===== src/rtl/pipeline_ctrl.sv =====
// CPU control unit: holds the control registers, commits WRCR/EXRT/exceptions at MEM,
// takes external interrupts at EX and drives per-stage stall/flush plus the redirect PC.
module pipeline_ctrl #(
    parameter int          IRQ_W   = 8,
    parameter logic [29:0] VEC_RST = 30'h0
) (
    input  logic             clk,
    input  logic             reset_,
    input  logic [4:0]       creg_rd_addr,
    output logic [31:0]      creg_rd_data,
    output logic             exe_mode,
    output logic             int_en,
    input  logic [IRQ_W-1:0] irq,
    input  logic             ld_hazard,
    input  logic             if_busy,
    input  logic             mem_busy,
    input  logic             ex_en,
    input  logic [29:0]      ex_pc,
    input  logic             mem_en,
    input  logic [29:0]      mem_pc,
    input  logic [1:0]       mem_ctrl_op,
    input  logic [4:0]       mem_dst_addr,
    input  logic [31:0]      mem_out,
    input  logic [2:0]       mem_exp_code,
    output logic             if_stall,
    output logic             id_stall,
    output logic             ex_stall,
    output logic             mem_stall,
    output logic             if_flush,
    output logic             id_flush,
    output logic             ex_flush,
    output logic             mem_flush,
    output logic [29:0]      new_pc
);

    localparam logic [4:0] CREG_STATUS     = 5'd0;
    localparam logic [4:0] CREG_PRE_STATUS = 5'd1;
    localparam logic [4:0] CREG_EPC        = 5'd2;
    localparam logic [4:0] CREG_EXP_VECTOR = 5'd3;
    localparam logic [4:0] CREG_CAUSE      = 5'd4;
    localparam logic [4:0] CREG_INT_MASK   = 5'd5;
    localparam logic [4:0] CREG_IRQ        = 5'd6;

    localparam logic [1:0] OP_WRCR = 2'd1;
    localparam logic [1:0] OP_EXRT = 2'd2;

    localparam logic [2:0] EXP_NONE    = 3'd0;
    localparam logic [2:0] EXP_EXT_INT = 3'd1;

    logic [1:0]       pre_status;
    logic [29:0]      epc;
    logic [29:0]      exp_vector;
    logic [2:0]       cause;
    logic [IRQ_W-1:0] int_mask;

    logic stall_all;
    logic exc_req;
    logic exrt_req;
    logic int_req;
    logic wrcr_req;

    // Event decode in priority order; a bus wait freezes everything.
    always_comb begin
        stall_all = if_busy | mem_busy;
        exc_req   = mem_en && (mem_exp_code != EXP_NONE);
        exrt_req  = mem_en && (mem_ctrl_op == OP_EXRT) && !exc_req;
        int_req   = int_en && (|(irq & ~int_mask)) && ex_en && !exc_req && !exrt_req;
        wrcr_req  = mem_en && (mem_ctrl_op == OP_WRCR) && !exc_req;
    end

    function automatic logic [31:0] creg_read(
        input logic [4:0]       addr,
        input logic [1:0]       status,
        input logic [1:0]       pre,
        input logic [29:0]      epc_v,
        input logic [29:0]      vec_v,
        input logic [2:0]       cause_v,
        input logic [IRQ_W-1:0] mask_v,
        input logic [IRQ_W-1:0] irq_v
    );
        logic [31:0] data;
        data = 32'h0;
        case (addr)
            CREG_STATUS:     data = {30'b0, status};
            CREG_PRE_STATUS: data = {30'b0, pre};
            CREG_EPC:        data = {epc_v, 2'b00};
            CREG_EXP_VECTOR: data = {vec_v, 2'b00};
            CREG_CAUSE:      data = {29'b0, cause_v};
            CREG_INT_MASK:   data = {{(32-IRQ_W){1'b0}}, mask_v};
            CREG_IRQ:        data = {{(32-IRQ_W){1'b0}}, irq_v};
            default:         data = 32'h0;
        endcase
        return data;
    endfunction

    always_comb begin
        creg_rd_data = creg_read(creg_rd_addr, {int_en, exe_mode}, pre_status, epc,
                                 exp_vector, cause, int_mask, irq);
    end

    always_comb begin
        if_stall  = 1'b0;
        id_stall  = 1'b0;
        ex_stall  = 1'b0;
        mem_stall = 1'b0;
        if_flush  = 1'b0;
        id_flush  = 1'b0;
        ex_flush  = 1'b0;
        mem_flush = 1'b0;
        new_pc    = 30'h0;
        if (!reset_) begin
            new_pc = 30'h0;
        end else if (stall_all) begin
            if_stall  = 1'b1;
            id_stall  = 1'b1;
            ex_stall  = 1'b1;
            mem_stall = 1'b1;
        end else if (exc_req) begin
            if_flush  = 1'b1;
            id_flush  = 1'b1;
            ex_flush  = 1'b1;
            mem_flush = 1'b1;
            new_pc    = exp_vector;
        end else if (exrt_req) begin
            if_flush  = 1'b1;
            id_flush  = 1'b1;
            ex_flush  = 1'b1;
            mem_flush = 1'b1;
            new_pc    = epc;
        end else if (int_req) begin
            // The MEM instruction still retires, so its stage is left alone.
            if_flush  = 1'b1;
            id_flush  = 1'b1;
            ex_flush  = 1'b1;
            new_pc    = exp_vector;
        end else if (ld_hazard) begin
            if_stall  = 1'b1;
            id_stall  = 1'b1;
            id_flush  = 1'b1;
        end
    end

    always_ff @(posedge clk or negedge reset_) begin
        if (!reset_) begin
            exe_mode   <= 1'b0;
            int_en     <= 1'b0;
            pre_status <= 2'b00;
            epc        <= 30'h0;
            exp_vector <= VEC_RST;
            cause      <= 3'd0;
            int_mask   <= '1;
        end else if (!stall_all) begin
            if (wrcr_req) begin
                case (mem_dst_addr)
                    CREG_STATUS:     {int_en, exe_mode} <= mem_out[1:0];
                    CREG_PRE_STATUS: pre_status <= mem_out[1:0];
                    CREG_EPC:        epc <= mem_out[31:2];
                    CREG_EXP_VECTOR: exp_vector <= mem_out[31:2];
                    CREG_CAUSE:      cause <= mem_out[2:0];
                    CREG_INT_MASK:   int_mask <= mem_out[IRQ_W-1:0];
                    default:         ;
                endcase
            end
            // Later assignments win: an interrupt overrides a same-cycle WRCR to the
            // registers it saves, and PRE_STATUS captures the pre-write STATUS.
            if (exc_req) begin
                pre_status <= {int_en, exe_mode};
                exe_mode   <= 1'b0;
                int_en     <= 1'b0;
                epc        <= mem_pc;
                cause      <= mem_exp_code;
            end else if (exrt_req) begin
                {int_en, exe_mode} <= pre_status;
            end else if (int_req) begin
                pre_status <= {int_en, exe_mode};
                exe_mode   <= 1'b0;
                int_en     <= 1'b0;
                epc        <= ex_pc;
                cause      <= EXP_EXT_INT;
            end
        end
    end

endmodule

===== config.mk =====
export PLATFORM = sky130hd
export DESIGN_NAME = pipeline_ctrl
export DESIGN_NICKNAME = d
export VERILOG_FILES = /design/src/rtl/pipeline_ctrl.sv
export SDC_FILE = /design/constraint.sdc
export NUM_CORES = 1
export LEC_CHECK = 0
export CAP_MARGIN = 15
export CORE_UTILIZATION = 44
export CTS_CLUSTER_SIZE = 25
export DETAILED_ROUTE_END_ITERATION = 8
export HOLD_SLACK_MARGIN = 0.06
export PLACE_DENSITY = 0.81
export SLEW_MARGIN = 20
export SYNTH_ARGS = -nofsm -noshare
export SYNTH_HDL_FRONTEND = slang
export SYNTH_SLANG_ARGS = --single-unit

===== constraint.sdc =====
create_clock -name clk -period 3.22 [get_ports clk]
set_input_delay 0.805 -clock clk [delete_from_list [all_inputs] [get_ports clk]]
set_output_delay 0.805 -clock clk [all_outputs]
set_load 0.005 [all_outputs]

# Word level (Yosys, flattened, before mapping)
# Cells that the tools add are included.
# Widths: inputs -> output; s select.
# word_totals
wordCells	97
ff_bits	75
# op_classes
bitwise_logic	4
mux	53
reduce_logical	20
eq_ne	13
# op_table
op	n
$mux 30	10
$pmux 32 s7	1
$mux 1	32
$eq 5x3->1 const B	5
$eq 5x2->1 const B	4
$mux 3	5
$eq 5x1->1 const B	2
$logic_not 5->1	2
$mux 2	5
$logic_and 1x1->1	9
$reduce_and 3->1	3
$and 8x8->8	1
$not 8->8	1
$reduce_bool 4->1	2
$reduce_or 8->1	1
$reduce_bool 3->1	1
$eq 2x1->1 const B	1
$eq 2x2->1 const B	1
$logic_not 1->1	2
$not 1->1	1
$or 1x1->1	1

# Logic depth before layout (Yosys ltp)
# depth
depth_word	12
ltp_mapped	8

# Worst setup path before layout
# OpenSTA, ideal clock, no wires.
# synth_path
path_kind	input-to-output
start	input port mem_exp_code[0]
end	output port new_pc[29]
setup_slack_ns	0.060
stages	6
required_time_ns	2.415
arrival_ns	2.355
n_path_buf	1
cell_sequence	or3_1 > o21a_1 > a211oi_2 > clkbuf_1 > o21ai_0 > a21oi_1
# synth_between
elab_chain_cells	11
word_cells_on_any_way	12
cone_classes	mux (5); reduce/logical (7)
# synth_lines
element	line	source
start, declared	24	input logic [2:0] mem_exp_code,
$reduce_bool 3->1 (*)	65	exc_req = mem_en && (mem_exp_code != EXP_NONE);
$logic_and 1x1->1 (*)	65	
$logic_not 1->1	66, 67	
$logic_and 1x1->1	66	exrt_req = mem_en && (mem_ctrl_op == OP_EXRT) && !exc_req;
$logic_not 1->1	67	int_req = int_en && (|(irq & ~int_mask)) && ex_en && !exc_req && !exrt_req;
$logic_and 1x1->1	67	
$mux 30	130	end else if (int_req) begin
$mux 30	124	end else if (exrt_req) begin
$mux 30 (*)	118	end else if (exc_req) begin
$mux 30 (*)	113	end else if (stall_all) begin
$mux 30 (*)	111	if (!reset_) begin
end, declared	33	output logic [29:0] new_pc
# Every way passes the cells marked *; elsewhere a longest branch is shown, timed or not.

# Worst setup path after layout
# layout_path
start	input port mem_exp_code[2]
end	output port new_pc[27]
# Same word-level chain as after synthesis.

==> qor.yml <==
ant_nets: 0
path_common_cell: "buf_12"
ys_seq_area_frac: 0.3888
die_footprint_mm2: 0.01145
synth_ff_type: "dfrtp_1"
detail_route.vias_per_cell: 6.243
wl_per_cell_um: 21.56
portBuffers: 193
share_comb_of_total_power: 0.256
synth_area_per_cell_um2: 9.479
placedInstanceArea_mm2: 0.007301
max-cap-violations: 0
p_leak_nw: 3.364
post-synth-top-area-cell: "dfrtp_1"
hold-worst-slack_ns: 0.5273
switching_share: 0.2905
final_nets: 873
cp_data_arrival_time_ns: 2.46
synth_async_sr_flop_share: 1.000
core.rowCount: 37
max_freq_mhz: 306.5
max-slew-margin-rel: 0.6154
timing.critical_path.fanout_max: 6
detailedPlace.worstSlack_ns: -0.8362
ff2ff_setup_slack_ns: 0.60
power_density_mw_per_mm2: 324.1
top_level_ports: 194
areaGrowthSynthToFinish_pct: 64.71
clk_latency_ns: 0.36
antenna_cells: 0
critPathKind: "input pin to output pin"
syn-num-nets: 634
ctsHtreeMaxLevel: 3
ir_drop_v: 0.0002388
worstSetupStartpointType: "input pin"
seq_power_share: 0.434
worst_ep_required_time_ns: 2.41
final_layout_size_suffix_gt1_frac: 0.3519
power.internal_mw: 1.838
critPathMaxStageDelay_ns: 0.39
fp.dieH_um: 107.0
vias: 5569
number_of_antenna_violations_at_the_first_check_in_global_routing: 0
post_layout_nonfiller_instances: 892
numClockSinks: 75
count_of_endpoints_failing_hold_in_the_final_timing_report: 0
final.setup_skew_ns: 0.01287
first_global_vias: 5716
wl_mm: 19.23
finalWorstPathRequiredPeriod_ns: 3.263
design.core.area_mm2: 0.01051
placed_cells_incl_taps: 847
net-switching-power_mw: 0.7528
crit_path_cell_chain: "buf_6, or3_4, o21a_4, a211oi_4, buf_8, buf_12, buf_12, o21ai_2, a21oi_1, buf_2"
critical-path-slowest-cell: "or3_4"
tritoncts_clock_tree: "built"
unrepaired_setup_endpoints_after_global_routing: "true"
cts.path.max_buffers: 2
final.setup.worst_slack_ns: -0.04283
clock_tree.root_cell: "clkbuf_8"
final_min_period_over_clock_period: 1.013
initial_utilization: 0.4618
post_synth_instance_area_mm2: 0.004853
post_synth_main_area_contributors: "dfrtp_1 35%, mux2_2 8.1%, o21ai_0 5.1%"
maximum_number_of_pins_on_one_net_before_global_route_repair: 45
max_slew.worst_pin.slew_ns: 0.5769
fin_setup_tns_ns: -0.1615
overall_track_demand_over_capacity_in_global_routing: 0.3398
path_clk_slew_ns: 0.08
share_clk_of_total_power: 0.310
post-route-drc-count: 0
setup_viol: 5
synth_edf_count: 0
detailedRoute.firstPassIterationCount: 6
gpl.final_weighted_congestion: 0.8728
ys_ff_latch: 75
detailedRoute.firstIterationViolations: 509
cp-end-kind: "output pin"
synth_cell_types: 50
die_w_um: 107.0
syn_inst: 512
globalRouteOverflowTotal: 0
worst_hold_path_type: "flop to flop"
global_route_wire_length_before_repair_mm: 29.93
synthDominantCellAreaShare: 0.3454
n_fill_cell: 703
maxSlewViolCount: 0
dp_hpwl_mm: 12.59
failed_checks: "negative setup slack"
result_of_the_run: "finished, violations left"
cts-buffers-inserted: 9
finish.instance_area_mm2: 0.007994
ys_warn_count: 0
## cells by family (layout without fill, tap and decap cells)
group | after synthesis | after routing | share of synthesized area
AOI/OAI and AO/OA | 193 | 193 | 0.2936
and+or+nand+nor | 130 | 130 | 0.1328
DFF | 75 | 75 | 0.3888
muxes | 60 | 60 | 0.1335
buffers and inverters | 54 | 298 | 0.05130
## per-layer routing
| metal | track usage | part of all wire |
|---|---|---|
| met5 | 0 | 0 |
| met4 | 0.1497 | 0.039 |
| met3 | 0.07295 | 0.097 |
| met2 | 0.5544 | 0.48 |
| met1 | 0.4326 | 0.38 |
## power groups by stage
stage	logic, mW	clock network, mW	registers (mW)
6_report	0.663	0.804	1.12
5_1_grt	0.706	0.861	1.13
4_1_cts	0.651	0.814	1.12
3_5_place_dp	0.583	0	1.13
3_3_place_gp	0.567	0	1.13
2_1_floorplan	0.250	0	1.11
## registers in the layout (all words and copies together) (netlist names)
name,count
epc,30
exp_vector,30
int_mask,8
cause,3
pre_status,2
exe_mode,1
int_en,1
## worst max-delay path: cells and delay by family
kind	cells	cell delay, ns
AO/OA/AOI/OAI	4	0.61
AND/OR/NAND/NOR	1	0.39
buffers and inverters	5	0.65
## cell usage in the layout (no fill, tap or decap), types with 17 or more instances in the layout
cell	Yosys	layout
buf_2	1	32
a221oi_1	17	17
mux2_2	35	35
dfrtp_1	67	67
o21ai_0	49	19
mux2i_1	22	22
nand2_1	44	42
o22ai_1	17	17
o21ai_2	0	23
buf_4	8	54
dlygate4sd2_1	0	40
nor2_1	39	36
a22o_1	28	28
clkdlybuf4s50_1	0	106
## cells in the mapped netlist (all sizes together), types with 4 or more instances
cell type,instances
a2111oi,15
a21oi,31
a221o,5
a221oi,17
a22o,28
buf,12
clkbuf,38
dfrtp,67
dfstp,8
inv,4
mux2,38
mux2i,22
nand2,44
nand2b,6
nor2,39
nor2b,9
nor3,6
nor4,5
o21ai,49
o221a,15
o22ai,17
## worst paths after layout
path / startpoint / to / cells after the start
setup / recovery: mem_exp_code[2] / new_pc[27] / 10
hold / removal: exp_vector[28] / exp_vector[28] / 1
setup reg to reg: int_mask[3] / epc[7] / 10
hold reg to reg: exp_vector[28] / exp_vector[28] / 1
max in group asynchronous: reset_ / epc[0] / 2
min in group asynchronous: reset_ / exp_vector[9] / 2
## per-stage QoR
step                utilization  power (mW)
floorplan                     -       1.361
global placement         0.6947       1.695
detailed placement       0.6947       1.718
CTS                      0.7569       2.583
global route             0.7607       2.702
finish                   0.7607       2.591
## final cells by class
| cell class | count | area [um^2] | share of cell area |
|---|---|---|---|
| clock buffers | 10 | 127.6 | 0.01596 |
| clock inverters | 6 | 88.84 | 0.01111 |
| inverters | 4 | 15.01 | 0.001878 |
| multi-input cells | 383 | 3058 | 0.3825 |
| flip-flops and latches | 75 | 1887 | 0.2360 |
| well taps | 136 | 170.2 | 0.02129 |
| repair buffers | 278 | 2648 | 0.3312 |
## timing repair
action                     4_1_cts  5_1_grt
hold buffers                     0        0
setup endpoints to repair       68       37
resized for setup              305       43
pin swaps                       39       17
setup buffers                   26        4
cloned                           6        0
No activity file was read; power rests on OpenSTA's default activity.
